$ cat src/rtl/serial_add_ctrl_pkg.sv
// serial_add_pkg: shared definitions for the bit-serial adder controller.
//   state_t       - controller FSM states (IDLE, RUN, DONE)
//   DEFAULT_WIDTH - default operand width in bits
package serial_add_pkg;

    typedef enum logic [1:0] {
        IDLE = 2'd0,
        RUN  = 2'd1,
        DONE = 2'd2
    } state_t;

    localparam int DEFAULT_WIDTH = 8;

endpackage

$ cat src/rtl/serial_add_ctrl_hw_sum.sv
// hw_sum: single-bit combinational full adder, the only arithmetic in the
// serial adder datapath.
// Ports:
//   A, B : input  operand bits
//   C    : input  carry-in
//   S    : output sum bit
//   Co   : output carry-out
module hw_sum (
    input  logic A,
    input  logic B,
    input  logic C,
    output logic S,
    output logic Co
);

    assign S  = A ^ B ^ C;
    assign Co = (A & B) | (A & C) | (B & C);

endmodule

$ cat src/rtl/serial_add_ctrl.sv
// serial_add_ctrl: computes {cout,sum} = a + b + cin one bit per clock,
// LSB first, using a single full adder (hw_sum).
// Build option: define SERIAL_ADD_SUB_EN to add the 'sub' input; when sub=1
// at acceptance the block computes a - b as a + ~b + 1 (cin ignored,
// cout=1 means no borrow).
// Ports:
//   clk, rst            : clock, asynchronous active-high reset
//   in_valid / in_ready : operand handshake (ready only in IDLE)
//   a, b, cin           : unsigned operands and carry-in
//   sub                 : subtract select (SERIAL_ADD_SUB_EN only)
//   out_valid/out_ready : result handshake
//   sum, cout           : result, held while out_valid is high
//   busy                : high while bits are being processed (RUN)
module serial_add_ctrl
    import serial_add_pkg::*;
#(
    parameter int WIDTH = DEFAULT_WIDTH
) (
    input  logic             clk,
    input  logic             rst,
`ifdef SERIAL_ADD_SUB_EN
    input  logic             sub,
`endif
    input  logic             in_valid,
    output logic             in_ready,
    input  logic [WIDTH-1:0] a,
    input  logic [WIDTH-1:0] b,
    input  logic             cin,
    output logic             out_valid,
    input  logic             out_ready,
    output logic [WIDTH-1:0] sum,
    output logic             cout,
    output logic             busy
);

    localparam int CNT_W = $clog2(WIDTH) + 1;
    localparam logic [CNT_W-1:0] LAST_BIT = CNT_W'(WIDTH - 1);

    state_t           state, state_nxt;
    logic [CNT_W-1:0] cnt;
    logic [WIDTH-1:0] a_sh;
    logic [WIDTH-1:0] b_sh;
    logic [WIDTH-1:0] sum_r;
    logic             carry_r;
    logic             cout_r;
    logic             out_valid_r;

    logic [WIDTH-1:0] b_eff;
    logic             cin_eff;
    logic             fa_s;
    logic             fa_co;
    logic             last;

    // Subtraction is folded into the operands at acceptance so the RUN
    // datapath is identical for both operations.
    always_comb begin
        b_eff   = b;
        cin_eff = cin;
`ifdef SERIAL_ADD_SUB_EN
        if (sub) begin
            b_eff   = ~b;
            cin_eff = 1'b1;
        end
`endif
    end

    hw_sum u_hw_sum (
        .A  (a_sh[0]),
        .B  (b_sh[0]),
        .C  (carry_r),
        .S  (fa_s),
        .Co (fa_co)
    );

    assign last = (cnt == LAST_BIT);

    always_comb begin
        state_nxt = state;
        case (state)
            IDLE:    if (in_valid) state_nxt = RUN;
            RUN:     if (last) state_nxt = DONE;
            DONE:    if (out_valid_r && out_ready) state_nxt = IDLE;
            default: state_nxt = IDLE;
        endcase
    end

    always_ff @(posedge clk or posedge rst) begin
        if (rst) begin
            state       <= IDLE;
            cnt         <= '0;
            a_sh        <= '0;
            b_sh        <= '0;
            sum_r       <= '0;
            carry_r     <= 1'b0;
            cout_r      <= 1'b0;
            out_valid_r <= 1'b0;
        end else begin
            state <= state_nxt;
            case (state)
                IDLE: begin
                    if (in_valid) begin
                        a_sh    <= a;
                        b_sh    <= b_eff;
                        carry_r <= cin_eff;
                        cnt     <= '0;
                        sum_r   <= '0;
                        cout_r  <= 1'b0;
                    end
                end
                RUN: begin
                    // Sum bits enter at the MSB; after WIDTH shifts bit 0
                    // of the result has reached position 0.
                    sum_r   <= {fa_s, sum_r[WIDTH-1:1]};
                    carry_r <= fa_co;
                    a_sh    <= a_sh >> 1;
                    b_sh    <= b_sh >> 1;
                    cnt     <= cnt + 1'b1;
                    if (last) cout_r <= fa_co;
                end
                DONE: begin
                    // out_valid rises one cycle after DONE entry and drops
                    // on the handshake edge, together with the return to IDLE.
                    if (!out_valid_r)
                        out_valid_r <= 1'b1;
                    else if (out_ready)
                        out_valid_r <= 1'b0;
                end
                default: ;
            endcase
        end
    end

    assign in_ready  = (state == IDLE);
    assign busy      = (state == RUN);
    assign out_valid = out_valid_r;
    assign sum       = sum_r;
    assign cout      = cout_r;

endmodule
$ cat config.mk
export PLATFORM = sky130hd
export DESIGN_NAME = serial_add_ctrl
export DESIGN_NICKNAME = d
export VERILOG_FILES = /design/src/rtl/serial_add_ctrl_pkg.sv /design/src/rtl/serial_add_ctrl_hw_sum.sv /design/src/rtl/serial_add_ctrl.sv
export SDC_FILE = /design/constraint.sdc
export NUM_CORES = 1
export LEC_CHECK = 0
export CAP_MARGIN = 40
export CORE_ASPECT_RATIO = 1.5
export CORE_MARGIN = 5
export CORE_UTILIZATION = 52
export CTS_BUF_LIST = sky130_fd_sc_hd__clkbuf_8
export CTS_CLUSTER_SIZE = 16
export DETAILED_ROUTE_END_ITERATION = 16
export HOLD_SLACK_MARGIN = 0.03
export PLACE_DENSITY = 0.89
export SYNTH_ARGS = -nofsm -noshare
export SYNTH_HDL_FRONTEND = slang
export SYNTH_SLANG_ARGS = --single-unit
export TNS_END_PERCENT = 100
$ cat constraint.sdc
create_clock -name clk -period 1.47 [get_ports clk]
set_clock_uncertainty 0.2 [all_clocks]
set_input_delay 0.294 -clock clk [delete_from_list [all_inputs] [get_ports clk]]
set_output_delay 0.294 -clock clk [all_outputs]
set_load 0.02 [all_outputs]
==> flow_metrics.py <==
metrics = {
    "timing": {
        "rsz0062_at_grt": "yes",
        "drv_slew": 0,
        "fin_tns_setup_ps": -779,
        "fin_ws_ps": -82.2,
        "fmax_ghz": 0.644,
        "hold_viol_final": 0,
        "slew_headroom_pct": 85.0,
        "fin_crit_sh_pct": 106,
        "timing.final.crit_period_ps": 1550,
        "finalSetupViolCount": 24,
        "worst_pin_slew_ps": 222,
    },
    "worst_hold_path": {
        "hold_class": "primary input to asynchronous set/reset pin",
    },
    "cells_and_area": {
        "drive_gt1_share_pct": 31.1,
        "final_nets": 228,
        "final_core_util_pct": 74.8,
        "fin_cells": 245,
        "syn2layout_area_growth_pct": 37.5,
        "insertedDiodeCount": 0,
    },
    "detailed_routing": {
        "wl_um": 3740,
        "post_drt_wl_per_cell_um": 15.2,
        "first_iter_violations": 33,
        "vias": 1319,
        "first_pass_iters": 4,
        "ant_nets": 0,
        "drc_errors": 0,
        "vias_per_cell": 5.38,
    },
    "flow_run": {
        "cap_violations": 0,
    },
    "yosys": {
        "ys_seq_area_share_pct": 52.1,
        "synth-seq-cells": 33,
        "synth_fp_nets": 174,
        "yosys-top-cells-area": "dfrtp_1 52%, and3b_1 6.1%, nand2_1 5.7%",
        "syn_area_um2": 1590,
        "synth_top_area_share_pct": 52.1,
        "post-synth-top-area-cell": "dfrtp_1",
        "yosysUniqueCellTypes": 29,
        "synth_edf_count": 0,
        "ys.flop_type": "dfrtp_1",
        "synth_warnings": 0,
        "synth.avg_cell_area_um2": 10.5,
        "async_flop_share_pct": 100,
        "synth_common_cells": "33 x dfrtp_1, 24 x nand2_1, 15 x o21ai_1",
        "synth_most_common_cell": "dfrtp_1",
        "synthCells": 151,
    },
    "power": {
        "p_leak_nw": 1.04,
        "netSwitchingFraction_pct": 36.6,
        "p_sw_w": 0.00149,
        "power.total_w": 0.00406,
        "ir_drop_v": 0.00138,
        "p_int_w": 0.00257,
        "seq_power_share_pct": 36.1,
        "comb_power_share_pct": 45.2,
        "pwr-share-clk_pct": 18.7,
        "powerDensity_nw_per_um2": 1860,
    },
    "worst_setup_path": {
        "worst-r2r-setup-slack_ps": -80,
        "r2r-start": "state[1]$_DFFE_PP0P_",
        "crit_type": "register to register",
        "r2r_end": "sum[4]$_DFFE_PP0P_",
        "worstPathRequired_ps": 1440,
        "start_kind": "register",
        "startpoint": "state[1]$_DFFE_PP0P_",
        "cp_max_fo": 22,
        "critPathCaptureType": "register",
        "r2r.worst_path.cells": 4,
        "arrival_ps": 1520,
    },
    "cts": {
        "clkTransAtPathRegs_ps": 70,
        "clk_latency_ps": 290,
        "cts_tree": "built",
        "clockBufferDepth": 2,
        "cts_inserted_buffers": 5,
        "ctsHoldBuffers": 0,
        "clock-sinks": 33,
        "cts_root_buf": "clkbuf_8",
        "cts_max_level": 2,
    },
    "place": {
        "portBuffers": 32,
        "post-place-ws_ps": -253,
        "dp_cells": 233,
        "hpwlAfterDp_um": 2600,
        "gp_congestion": 0.856,
    },
    "grt": {
        "grt_max_degree": 36,
        "antenna_found_initial": 0,
        "groute.usage.overall_pct": 20.0,
        "gr-total-overflow": 0,
        "grt_pass1_vias": 1421,
        "grt_first_pass_wirelength_um": 6220,
    },
    "die": {
        "core_area_um2": 2910,
        "die_h_um": 77.6,
        "die_w_um": 55.1,
        "pin_count": 33,
        "dieArea_um2": 4280,
        "std_cell_rows": 24,
        "initial_core_util_pct": 54.4,
    },
    "status": {
        "status": "complete, but fails checks",
        "violations": "setup timing",
    },
}
logic make-up after synthesis:
family	Yosys count	synth area share, %
flops	33	52.1
buf+inv	16	6.63
mux	1	0.710
simple gates	46	15.9
fa+ha+maj	2	2.05
compound gates	53	22.7
cells in the final DEF, fill, tap and decap left out, drive strengths merged:
master and n:
nand3b 1, o311ai 1, and3b 11, a22oi 5, dfrtp 33, o21bai 1
and2 1, ha 1, clkinv 1, inv 6, o21ai 21, buf 27
nor2 2, nand3 2, nand2 24, a22o 9, a21oi 15, fa 1
clkdlybuf4s50 19, mux2 1, o31ai 1, nor2b 5, clkbuf 17, dlymetal6s2s 1
area by class of cell:
| cell class | instances | area, um2 |
|---|---|---|
| well taps | 39 | 48.8 |
| flip-flops and latches | 33 | 828 |
| inverters | 6 | 22.5 |
| clock inverters | 1 | 5.00 |
| multi-input cells | 102 | 676 |
| repair buffers | 57 | 503 |
| fillers | 225 | 733 |
| clock buffers | 7 | 96.3 |
registers in the layout, indices dropped and copies added (netlist names):
name,flops
a_sh,8
b_sh,8
carry_r,1
cnt,4
cout,1
out_valid,1
state,2
sum,8
how the worst max path moves through the flow:
stage	slack (ps)	end	depth (start not counted)
after floorplan	40	in_ready	4
after global placement	-230	busy	4
after detailed placement	-250	a_sh[7]$_DFFE_PP0P_	5
after CTS	-70	busy	4
after global routing	-120	busy	4
final	-80	sum[4]$_DFFE_PP0P_	4
power groups by stage:
| stage | clock network, W | logic, W | registers, W |
|---|---|---|---|
| floorplan | 0 | 0.000972 | 0.00157 |
| global placement | 0 | 0.00172 | 0.00144 |
| detailed placement | 0 | 0.00181 | 0.00146 |
| CTS | 0.000768 | 0.00188 | 0.00146 |
| global route | 0.000806 | 0.00199 | 0.00151 |
| finish | 0.000759 | 0.00183 | 0.00146 |
per-layer routing:
layer	up-vias	share of wire (%)	routed length, um	GRT usage (%)
met5	-	0	0	0
met4	0	2.8	106	9.25
met3	10	5.8	217	5.17
met2	35	53	1960	33.5
met1	638	39	1450	22.7
li1	636	-	-	-
metrics by stage:
stage	hold WS [ps]	area, um2
finish	145	2180
global placement	267	2050
detailed placement	273	2050
CTS	152	2220
global route	173	2180
floorplan	223	1590
worst max-delay path, stage by stage (launching register included):
cell and delay (ps):
dfrtp_2 450, buf_12 170, o21bai_4 200, buf_4 170
a22o_1 230
repair_timing:
item                                    CTS  global route
buffers inserted                          4             0
resized for setup                        43            13
pin swaps                                 1             2
endpoints found under the setup margin   41            43
Power figures use the tool's default switching activity.
